### config.mk
export PLATFORM = sky130hd
export DESIGN_NAME = sft_reg_ctrl
export DESIGN_NICKNAME = d
export VERILOG_FILES = /design/src/rtl/sft_pkg.sv /design/src/rtl/sft_reg_ctrl.sv
export SDC_FILE = /design/constraint.sdc
export NUM_CORES = 1
export LEC_CHECK = 0
export ABC_AREA = 1
export CORE_MARGIN = 2
export CORE_UTILIZATION = 44
export DETAILED_ROUTE_END_ITERATION = 7
export PLACE_DENSITY = 0.78
export SYNTH_ARGS = -nofsm -noshare
export SYNTH_HDL_FRONTEND = slang
export SYNTH_SLANG_ARGS = --single-unit
### constraint.sdc
create_clock -name sys_clk -period 1.6 [get_ports sys_clk]
set_clock_uncertainty 0.15 [all_clocks]
set_input_delay 0.32 -clock sys_clk [delete_from_list [all_inputs] [get_ports sys_clk]]
set_output_delay 0.32 -clock sys_clk [all_outputs]
set_load 0.02 [all_outputs]
### src/rtl/sft_pkg.sv
`timescale 1ns/1ps
`default_nettype none
// ============================================================================
// Module   : sft_pkg
// Purpose  : Shared types and constants for the shift-register controller.
//            Holds the controller state encoding, the LR_sft_en control codes
//            and the default data / count widths.
// Ports    : (package, none)
// Revision : 1.0 - initial release
// ============================================================================
package sft_pkg;

  // Default widths; the count field must be able to express DATA_W itself.
  localparam int DATA_W_DEF = 9;
  localparam int CNT_W_DEF  = 4;

  // Controller states, explicit 2-bit encoding.
  typedef enum logic [1:0] {
    ST_IDLE  = 2'd0,
    ST_LOAD  = 2'd1,
    ST_SHIFT = 2'd2,
    ST_DONE  = 2'd3
  } state_e;

  // Shift-control codes driven onto LR_sft_en.
  localparam logic [1:0] SFT_NONE  = 2'b00;
  localparam logic [1:0] SFT_LEFT  = 2'b10;
  localparam logic [1:0] SFT_RIGHT = 2'b11;

  // Map the captured direction bit onto a shift-control code.
  function automatic logic [1:0] sft_code(input logic dir);
    return dir ? SFT_RIGHT : SFT_LEFT;
  endfunction

endpackage : sft_pkg
`default_nettype wire

### src/rtl/sft_reg_ctrl.sv
`timescale 1ns/1ps
`default_nettype none
// ============================================================================
// Module   : sft_reg_ctrl
// Purpose  : Command FSM in front of sft_register. Accepts one command
//            (load word, direction, shift count) per handshake, issues one
//            load cycle followed by up to DATA_W shift cycles, then pulses
//            done. Load and shift are never asserted in the same cycle.
// Ports    : sys_clk    - clock, rising edge
//            rst        - synchronous active-high reset
//            cmd_req    - command valid (ignored unless cmd_rdy)
//            cmd_rdy    - controller idle, command will be accepted
//            cmd_data   - word to load
//            cmd_dir    - 0 shift left, 1 shift right
//            cmd_cnt    - number of shifts, saturates at DATA_W
//            ld_sft_reg - load strobe to the register
//            sft_reg_in - captured load word
//            LR_sft_en  - shift control to the register
//            busy       - high in LOAD, SHIFT, DONE
//            done       - one-cycle completion pulse
// Revision : 1.0 - initial release
// ============================================================================
module sft_reg_ctrl
  import sft_pkg::*;
#(
  parameter int DATA_W = DATA_W_DEF,
  parameter int CNT_W  = CNT_W_DEF    // 2**CNT_W must exceed DATA_W
) (
  input  logic              sys_clk,
  input  logic              rst,
  input  logic              cmd_req,
  output logic              cmd_rdy,
  input  logic [DATA_W-1:0] cmd_data,
  input  logic              cmd_dir,
  input  logic [CNT_W-1:0]  cmd_cnt,
  output logic              ld_sft_reg,
  output logic [DATA_W-1:0] sft_reg_in,
  output logic [1:0]        LR_sft_en,
  output logic              busy,
  output logic              done
);

  // More shifts than the register width would only keep inserting zeros.
  localparam logic [CNT_W-1:0] CNT_SAT = CNT_W'(DATA_W);
  localparam logic [CNT_W-1:0] CNT_ONE = CNT_W'(1);

  state_e            state_q, state_d;
  logic [CNT_W-1:0]  cnt_q,   cnt_d;
  logic              dir_q,   dir_d;
  logic [DATA_W-1:0] data_q,  data_d;

  // Output flops; their next values are decoded from the next state so the
  // pins line up with state_q without any input-to-output path.
  logic              ld_q,    ld_d;
  logic [1:0]        lr_q,    lr_d;
  logic              busy_q,  busy_d;
  logic              done_q,  done_d;
  logic              rdy_q,   rdy_d;

  // --------------------------------------------------------------------------
  // Next-state and captured-field logic
  // --------------------------------------------------------------------------
  always_comb begin
    state_d = state_q;
    cnt_d   = cnt_q;
    dir_d   = dir_q;
    data_d  = data_q;

    case (state_q)
      ST_IDLE: begin
        if (cmd_req) begin
          data_d  = cmd_data;
          dir_d   = cmd_dir;
          cnt_d   = (cmd_cnt > CNT_SAT) ? CNT_SAT : cmd_cnt;
          state_d = ST_LOAD;
        end
      end
      ST_LOAD: begin
        state_d = (cnt_q != '0) ? ST_SHIFT : ST_DONE;
      end
      ST_SHIFT: begin
        cnt_d = cnt_q - CNT_ONE;
        // cnt_q is never 0 here; <= keeps a corrupted counter from looping.
        if (cnt_q <= CNT_ONE) begin
          state_d = ST_DONE;
        end
      end
      ST_DONE: begin
        state_d = ST_IDLE;
      end
      default: begin
        state_d = ST_IDLE;
      end
    endcase
  end

  // --------------------------------------------------------------------------
  // Moore output decode of the next state
  // --------------------------------------------------------------------------
  always_comb begin
    ld_d   = (state_d == ST_LOAD);
    lr_d   = (state_d == ST_SHIFT) ? sft_code(dir_d) : SFT_NONE;
    busy_d = (state_d != ST_IDLE);
    done_d = (state_d == ST_DONE);
    rdy_d  = (state_d == ST_IDLE);
  end

  // --------------------------------------------------------------------------
  // State and output registers
  // --------------------------------------------------------------------------
  always_ff @(posedge sys_clk) begin
    if (rst) begin
      state_q <= ST_IDLE;
      cnt_q   <= '0;
      dir_q   <= 1'b0;
      data_q  <= '0;
      ld_q    <= 1'b0;
      lr_q    <= SFT_NONE;
      busy_q  <= 1'b0;
      done_q  <= 1'b0;
      rdy_q   <= 1'b1;
    end else begin
      state_q <= state_d;
      cnt_q   <= cnt_d;
      dir_q   <= dir_d;
      data_q  <= data_d;
      ld_q    <= ld_d;
      lr_q    <= lr_d;
      busy_q  <= busy_d;
      done_q  <= done_d;
      rdy_q   <= rdy_d;
    end
  end

  assign cmd_rdy    = rdy_q;
  assign ld_sft_reg = ld_q;
  assign sft_reg_in = data_q;
  assign LR_sft_en  = lr_q;
  assign busy       = busy_q;
  assign done       = done_q;

endmodule : sft_reg_ctrl
`default_nettype wire

# Yosys cells after proc, flatten, opt, wreduce, memory -nomap -nowiden
# Cells that the tools add are included.
dict set report word_totals {
  ff_bits 22
  inputBits 17
  output_inout_bits 15
  wordCells 38
}
dict set report classes {
  add_sub_neg 1
  magnitude_cmp 2
  eq_ne 7
  n_mux 10
  bitwise 1
  reduce_logical 8
}
# cell count
set ops {}
lappend ops {{$eq 2x2->1 const B} 4}
lappend ops {{$mux 4} 2}
lappend ops {{$pmux 2 s4} 1}
lappend ops {{$pmux 4 s2} 1}
lappend ops {{$eq 2x1->1 const B} 2}
lappend ops {{$gt 4x4->1 const B} 1}
lappend ops {{$le 4x1->1 const B} 1}
lappend ops {{$logic_not 2->1} 2}
lappend ops {{$mux 1} 4}
lappend ops {{$mux 2} 2}
lappend ops {{$reduce_and 2->1} 2}
lappend ops {{$reduce_bool 2->1} 2}
lappend ops {{$reduce_bool 4->1} 1}
lappend ops {{$sub 4x1->4 const B} 1}
lappend ops {{$ne 2x2->1 const B} 1}
lappend ops {{$reduce_or 2->1} 1}
lappend ops {{$not 1->1} 1}

# Longest topological paths before layout
# Gate-level depths: netlist of the first run.
dict set report logic_depth {
  ltp_word 6
  depth_mapped 10
  depth_no_buf 10
}

# Worst setup path before layout of the first run
# No wires, ideal clock.
dict set report synth_timing {
  kind {reg2reg}
  start {register state_q[0]}
  end {register lr_q[0], in the netlist LR_sft_en[0]}
  arrival_time_ns 1.140
  setup_slack_ns 0.191
  stages_incl_launch_ff 7
  n_path_buf 1
  cell_sequence {dfxtp_1 inv_1 ha_1 nand2_2 buf_6 mux2i_1 nor2_1}
}
dict set report synth_between {
  elab_chain_cells 5
}
# item line
set synth_lines {}
lappend synth_lines {{from (decl)} sft_reg_ctrl.sv:47} ;# state_e state_q, state_d;
lappend synth_lines {{from (signal assigned)} sft_reg_ctrl.sv:123} ;# state_q <= state_d;
lappend synth_lines {{$eq 2x2->1, or another cell as far along} sft_reg_ctrl.sv:69} ;# case (state_q)
lappend synth_lines {{$pmux 2 s4} sft_reg_ctrl.sv:69}
lappend synth_lines {{$eq 2x2->1} sft_reg_ctrl.sv:102} ;# lr_d = (state_d == ST_SHIFT) ? sft_code(dir_d) : SFT_NONE;
lappend synth_lines {{$not 1->1 (no line)} -}
lappend synth_lines {{$reduce_or 2->1 (no line)} -}
lappend synth_lines {{to (signal assigned)} sft_reg_ctrl.sv:128} ;# lr_q <= lr_d;
lappend synth_lines {{to (decl)} sft_reg_ctrl.sv:55} ;# logic [1:0] lr_q, lr_d;
# Parallel ways exist; a longest one is shown, timed or not.
# A chain may end at the register's enable or synchronous reset.

# Final worst setup path of the first run
dict set report layout_timing {
  start {register cnt_q[1]}
  end {register busy_q, in the netlist busy}
}
dict set report layout_between {
  elab_chain_cells 4
}
# item line
set layout_lines {}
lappend layout_lines {{from (decl)} sft_reg_ctrl.sv:48} ;# logic [CNT_W-1:0] cnt_q, cnt_d;
lappend layout_lines {{from (signal assigned)} sft_reg_ctrl.sv:124} ;# cnt_q <= cnt_d;
lappend layout_lines {{$le 4x1->1 or $reduce_bool 4->1 (tied branches)} {sft_reg_ctrl.sv:84, sft_reg_ctrl.sv:79}}
lappend layout_lines {{$mux 2 or $mux 1 (tied branches)} {sft_reg_ctrl.sv:84, sft_reg_ctrl.sv:79}}
lappend layout_lines {{$pmux 2 s4 (*)} sft_reg_ctrl.sv:69}
lappend layout_lines {{$reduce_bool 2->1 (*)} sft_reg_ctrl.sv:103} ;# busy_d = (state_d != ST_IDLE);
lappend layout_lines {{to (signal assigned)} sft_reg_ctrl.sv:129} ;# busy_q <= busy_d;
lappend layout_lines {{to (decl)} sft_reg_ctrl.sv:56} ;# logic busy_q, busy_d;
# Every way passes the cells marked *; elsewhere a longest branch is shown, timed or not.

==> impl_metrics.ini, run 1 <==
[placement]
detailedPlacementHpwl_um = 1490
port_buffers = 31
placedCellCount = 186
dpl_worst_slack_ns = -0.0262
place_congestion = 0.828
placement.cell_area_sq_um = 1290

[global_routing]
initial_antenna_violation_count = 0
first_global_vias = 793
total_global_routing_overflow = 0
wire_length_of_the_first_global_routing_pass_um = 3190
globalRouteTotalUtil = 0.165
grt_start_max_net_pins = 16

[setup_path]
required_time_reported_for_the_critical_path_endpoint_ns = 1.65
arrival_ns = 1.57
rr_endpoint = busy
setup_slack_of_the_worst_register_to_register_path_ns = 0.08
cp.buffers_inverters = 2
max_stage_delay_ns = 0.39
startpoint_type = flip-flop
worst_reg2reg_startpoint = cnt_q[1]
ws_path_type = flip-flop to flip-flop
critical-path-slowest-cell = dfxtp_1
crit_path_frequent_cell = nand2_1
cp_cell_sequence = inv_1 > ha_1 > inv_1 > nand2_1 > nand2_1 > nand2_1 > nand2_1 > nand2_1 > nand2_1 > nand2_1
count_of_cells_along_the_worst_register_to_register_path = 10
cp_max_fo = 4
crit_path_end_kind = flip-flop
critical_path.top_delay_family = simple AND/OR/NAND/NOR gates

[timing]
period_share = 0.949
final-setup-viol-count = 0
report.final.hold_viol_count = 0
tightest_slew_ns = 0.358
maxSlewViolCount = 0
achievable-frequency_mhz = 659
final_critical_path_setup_slack_ns = 0.0823
tns_ns = 0
timing.final.crit_period_ns = 1.52
timing.slew.headroom = 0.761

[cts]
cts_hold_repair.buffers = 0
numCtsBuffers = 3
worstSkewPairLatency_ns = 0.31
root_buffer = clkbuf_4
cts.reportedPaths.clkPinSlew_ns = 0.12
tritoncts = done
post-cts-setup-buffer-count = 0
h-tree-depth = 1
clock_sink_count = 22
cts.path.max_buffers = 2

[drt]
route.detailed.wl_per_inst_um = 10.3
dr_total_vias = 889
detail_route.iter0.violations = 22
antenna_violating_nets_post_route = 0
detail_route.first_pass.iterations = 4
drt-vias-per-instance = 4.68
route.detailed.drc = 0
routed_wl_um = 1950

[synthesis]
synth_compound_gate_area_share = 0.105
synth_top_family_by_area = simple AND/OR/NAND/NOR gates
synth-seq-area-share = 0.463
synth_xor_xnor_area_share = 0.00921
synth.net_count = 151
synth_area_sq_um = 951
post_synth_fa_ha_maj_area_fraction = 0.0789
post_synth_inst_count = 128
post_synth_and_or_nand_nor_area_fraction = 0.237
avgSynthCellArea_sq_um = 7.43
yosysUniqueCellTypes = 17
synthMuxAreaShare = 0.0105
synth.yosys.warnings = 0
ys_seq_elements = 22

[outcome]
status = finished, final reports clean

[die]
fp.dieArea_sq_um = 2550
die_y_um = 50.5
number_of_rows_in_the_core_area = 16
width_of_the_die_um = 50.5
core-area_sq_um = 2000
top_level_ports = 32
starting_density_of_the_core = 0.475

[worst_hold_path]
hp-class = flip-flop to flip-flop
worst_hold_path.endpoint = sft_reg_in[2]
timing.hold.worst.start = sft_reg_in[2]
whs_path_depth = 2

[power]
vdd_ir_drop_max_uv = 1060
totalPowerFinal_w = 0.00247
total_leakage_power_nw = 0.673
power.density_nw_per_um2 = 1830

[final_layout]
n_fill_cell = 183
post_route_cells_drive_above_1_share = 0.0859
layout-area-overhead-vs-synth_pct = 41.8
footprint_of_the_multi_input_gates_sq_um = 452
finalNonFillerCells = 190
fin_nets = 187
diodes = 0
largest_register_ff_count = 9
seq_area_sq_um = 442
cell_area_after_layout_sq_um = 1350

[flow_run]
maxCapViolations = 0
-- worst max path at each step --
stage / cells after the start / slack (ns) / from / to
2_1_floorplan: 6 / 0.19 / state_q[0] / LR_sft_en[0]
3_3_place_gp: 5 / 0.03 / cmd_req / sft_reg_in[8]
3_5_place_dp: 5 / -0.03 / cmd_req / sft_reg_in[1]
4_1_cts: 6 / 0.05 / state_q[0] / sft_reg_in[1]
5_1_grt: 10 / -0.02 / cnt_q[0] / done
6_report: 10 / 0.08 / cnt_q[1] / busy
-- cells by family after synthesis --
kind of cell / Yosys count
AO/OA/AOI/OAI: 19
XOR/XNOR: 1
adder cells (fa/ha/maj): 6
buffers and inverters: 22
flip-flops: 22
multiplexers: 1
AND/OR/NAND/NOR: 57
-- layer usage --
layer | vias to the layer above | global-route usage | wire (um)
li1 | 467 | - | -
met1 | 377 | 0.203 | 874
met2 | 41 | 0.265 | 867
met3 | 4 | 0.0446 | 166
met4 | 0 | 0.0811 | 45
met5 | - | 0 | 0
-- worst register-to-register path, stage by stage, from the launching register on --
cell and delay (ns):
dfxtp_1 0.39, inv_1 0.09, ha_1 0.21, inv_1 0.06
nand2_1 0.05, nand2_1 0.07, nand2_1 0.06, nand2_1 0.10
nand2_1 0.06, nand2_1 0.12, nand2_1 0.06
-- Yosys cell counts --
cell,number,area (sq um)
buf_6,1,11.3
mux2i_1,1,10.0
a21oi_1,3,15.0
buf_2,1,5.00
o21ai_2,1,8.76
nor2_1,31,116
xor2_1,1,8.76
dfxtp_1,22,440
nand2_1,18,67.6
inv_2,1,3.75
o21ai_0,14,70.1
clkinv_1,1,3.75
ha_1,6,75.1
nand2_2,1,6.26
inv_1,18,67.6
nand3_1,7,35.0
a31oi_1,1,6.26
-- report_power, final --
| group | switching (W) | leakage [nW] | internal, W | total [W] |
|---|---|---|---|---|
| clock network | 0.000162 | 0.0210 | 0.000139 | 0.000300 |
| logic | 0.000799 | 0.470 | 0.000511 | 0.00131 |
| registers | 0.000106 | 0.182 | 0.000749 | 0.000855 |
| total | 0.00107 | 0.673 | 0.00140 | 0.00247 |
-- timing repair --
action                                  in CTS  in global routing
resized for setup                           15                  8
endpoints found under the setup margin      15                 17
pin swaps                                    0                  0
-- cells in the final DEF (no fill, tap or decap) --
| cell type | instances |
|---|---|
| a21oi_1 | 3 |
| a31oi_1 | 1 |
| buf_4 | 2 |
| clkbuf_4 | 3 |
| clkbuf_8 | 1 |
| clkdlybuf4s50_1 | 16 |
| clkinvlp_4 | 1 |
| dfxtp_1 | 21 |
| dfxtp_2 | 1 |
| dlygate4sd2_1 | 15 |
| ha_1 | 4 |
| ha_4 | 2 |
| inv_1 | 17 |
| inv_2 | 2 |
| mux2i_1 | 1 |
| nand2_1 | 18 |
| nand2_2 | 1 |
| nand3_1 | 7 |
| nor2_1 | 31 |
| o21ai_0 | 14 |
| o21ai_4 | 1 |
| xor2_1 | 1 |
-- area by class of cell --
cell class | instances | share of cell area
multi-input combinational | 84 | 0.335
sequential | 22 | 0.327
timing repair buffer | 33 | 0.227
inverter | 20 | 0.0584
clock buffer | 4 | 0.0269
tap | 27 | 0.0250
-- stage by stage --
stage	util	hold WS (ns)
after floorplan	-	0.242
after global placement	0.646	0.316
after detailed placement	0.646	0.322
after CTS	0.655	0.346
after global routing	0.674	0.377
final	0.674	0.338
(Power assumes the default switching activity.)
==> inputs of run 2 (changes only) <==
--- a/config.mk
+++ b/config.mk
@@ -6,6 +6,7 @@
 export NUM_CORES = 1
 export LEC_CHECK = 0
 export ABC_AREA = 1
+export CAP_MARGIN = 20
 export CORE_MARGIN = 2
 export CORE_UTILIZATION = 44
 export DETAILED_ROUTE_END_ITERATION = 7
==> constraint.sdc (replaced) <==
create_clock -name sys_clk -period 1.61 [get_ports sys_clk]
set_clock_uncertainty 0.15 [all_clocks]
set_input_delay 0.322 -clock sys_clk [delete_from_list [all_inputs] [get_ports sys_clk]]
set_output_delay 0.322 -clock sys_clk [all_outputs]
set_load 0.02 [all_outputs]
==> results of run 2 <==
The final DEF is identical to that of run 1. Status: finished, final reports clean.
Main changes from that run: setup slack after placement -0.0262 ns -> -0.0182 ns; setup slack after layout 0.0823 ns -> 0.0923 ns; register-to-register setup slack 0.08 ns -> 0.09 ns; total power 0.00247 W -> 0.00245 W; worst IR drop on VDD 1060 uV -> 1050 uV
==> inputs of run 3 (changes only) <==
--- a/config.mk
+++ b/config.mk
@@ -7,7 +7,6 @@
 export LEC_CHECK = 0
 export ABC_AREA = 1
 export CAP_MARGIN = 20
-export CORE_MARGIN = 2
 export CORE_UTILIZATION = 44
 export DETAILED_ROUTE_END_ITERATION = 7
 export PLACE_DENSITY = 0.78
==> constraint.sdc (replaced) <==
create_clock -name sys_clk -period 1.7 [get_ports sys_clk]
set_clock_uncertainty 0.15 [all_clocks]
set_input_delay 0.34 -clock sys_clk [delete_from_list [all_inputs] [get_ports sys_clk]]
set_output_delay 0.34 -clock sys_clk [all_outputs]
set_load 0.02 [all_outputs]
==> run 3 against run 2 <==
Compared with the run above: count of clock-buffer cells in the layout is the same; via count fell by 1.1%; flip-flop and latch count did not move; register-to-register slack better by 0.07 ns; critical path type unchanged.
==> impl_metrics.ini, run 3 (synthesized netlist as in run 1, its figures left out) <==
[drt]
drt-vias-per-instance = 4.65
routed_wl_um = 1850
detail_route.first_pass.iterations = 5
route.detailed.drc = 0
antenna_violating_nets_post_route = 0
dr_total_vias = 879
route.detailed.wl_per_inst_um = 9.78
detail_route.iter0.violations = 21

[cts]
numCtsBuffers = 3
h-tree-depth = 1
worstSkewPairLatency_ns = 0.30
clock_sink_count = 22
ctsResizeCount = 15
post-cts-setup-buffer-count = 0
cts.reportedPaths.clkPinSlew_ns = 0.12
cts.path.max_buffers = 2
tritoncts = done
root_buffer = clkbuf_4
cts_hold_repair.buffers = 0

[die]
width_of_the_die_um = 48.5
die_y_um = 48.5
fp.dieArea_sq_um = 2350
top_level_ports = 32
core-area_sq_um = 2000
starting_density_of_the_core = 0.475
number_of_rows_in_the_core_area = 16

[final_layout]
layout-area-overhead-vs-synth_pct = 38.3
n_fill_cell = 181
diodes = 0
final_cell_mix = nor2_1 (31), dfxtp_1 (22), inv_1 (18), nand2_1 (18), clkdlybuf4s50_1 (16)
fin_nets = 186
final_common_cell = nor2_1
post_route_cells_drive_above_1_share = 0.0556
finalNonFillerCells = 189
largest_register_ff_count = 9
cell_area_after_layout_sq_um = 1320
final_core_area_utilization = 0.657

[global_routing]
use_met2 = 0.284
first_global_vias = 749
initial_antenna_violation_count = 0
grt.busiest_layer = met2
total_global_routing_overflow = 0
globalRouteTotalUtil = 0.171
grt_start_max_net_pins = 16
globalRouteMet1Util = 0.215
grt.met3_usage = 0.0440
wire_length_of_the_first_global_routing_pass_um = 3130

[setup_path]
startpoint_type = flip-flop
ws_path_type = flip-flop to flip-flop
crit_path_end_kind = flip-flop
cp_max_fo = 9
required_time_reported_for_the_critical_path_endpoint_ns = 1.76
arrival_ns = 1.59

[placement]
detailedPlacementHpwl_um = 1390
placedCellCount = 185
placement.cell_area_sq_um = 1290
place_congestion = 0.896
port_buffers = 31

[power]
total_leakage_power_nw = 0.667
power.density_nw_per_um2 = 1690
vdd_ir_drop_max_uv = 1060

[timing]
tns_ns = 0
grt_setup_unrepaired = false
final-setup-viol-count = 0
tightest_slew_ns = 0.368
period_share = 0.902
timing.slew.headroom = 0.754
timing.final.crit_period_ns = 1.53
report.final.hold_viol_count = 0
maxSlewViolCount = 0
achievable-frequency_mhz = 652

[flow_run]
maxCapViolations = 0

[worst_hold_path]
hp-class = flip-flop to flip-flop

[outcome]
status = finished, final reports clean
[run 3: changes by cell type in the layout (fill, tap and decap cells not counted)]
| cell | delta |
|---|---|
| inv_1 | +1 |
| buf_4 | -1 |
| inv_2 | -1 |
| ha_1 | +2 |
| dfxtp_1 | +1 |
| ha_4 | -2 |
| dfxtp_2 | -1 |
[run 3: path summary, 6_finish.rpt]
kind,from,end,slack (ns),cells past startpoint
setup / recovery,state_q[0],sft_reg_in[1],0.17,6
setup reg to reg,state_q[0],sft_reg_in[1],0.17,6
hold reg to reg,sft_reg_in[5],sft_reg_in[5],0.34,2
hold / removal,sft_reg_in[5],sft_reg_in[5],0.34,2
[run 3: layout make-up]
class	instances	area, sq um	share of cell area
clock buffers	4	36.3	0.0276
repair buffers	32	299	0.227
multi-input cells	84	427	0.324
flip-flops and latches	22	440	0.335
inverters	20	78.8	0.0599
well taps	27	33.8	0.0257
[run 3: metrics by stage]
step / power [W] / setup slack, ns / hold WS (ns)
detailed placement: 0.00201 / 0.0851 / 0.328
finish: 0.00223 / 0.167 / 0.344
CTS: 0.00221 / 0.137 / 0.348
global route: 0.00244 / 0.00615 / 0.378
global placement: 0.00198 / 0.109 / 0.315
floorplan: 0.00162 / 0.291 / 0.262
[run 3: worst max-delay path: stages, from the launching register on]
cell,delay [ns]
dfxtp_1,0.34
inv_1,0.10
ha_1,0.29
nand2_2,0.16
buf_4,0.19
o21ai_0,0.15
nor2_1,0.06
[run 3: metal layers]
metal / up-vias / wire [um] / part of all wire
li1: 462 / - / -
met1: 377 / 791 / 0.43
met2: 38 / 872 / 0.47
met3: 2 / 171 / 0.092
met4: 0 / 12 / 0.0065
met5: - / 0 / 0
[run 3: power breakdown]
part / switching (W) / total, W / internal [W]
clock network: 0.000153 / 0.000284 / 0.000131
logic: 0.000716 / 0.00115 / 0.000436
registers: 0.0000881 / 0.000791 / 0.000703
total: 0.000957 / 0.00223 / 0.00127
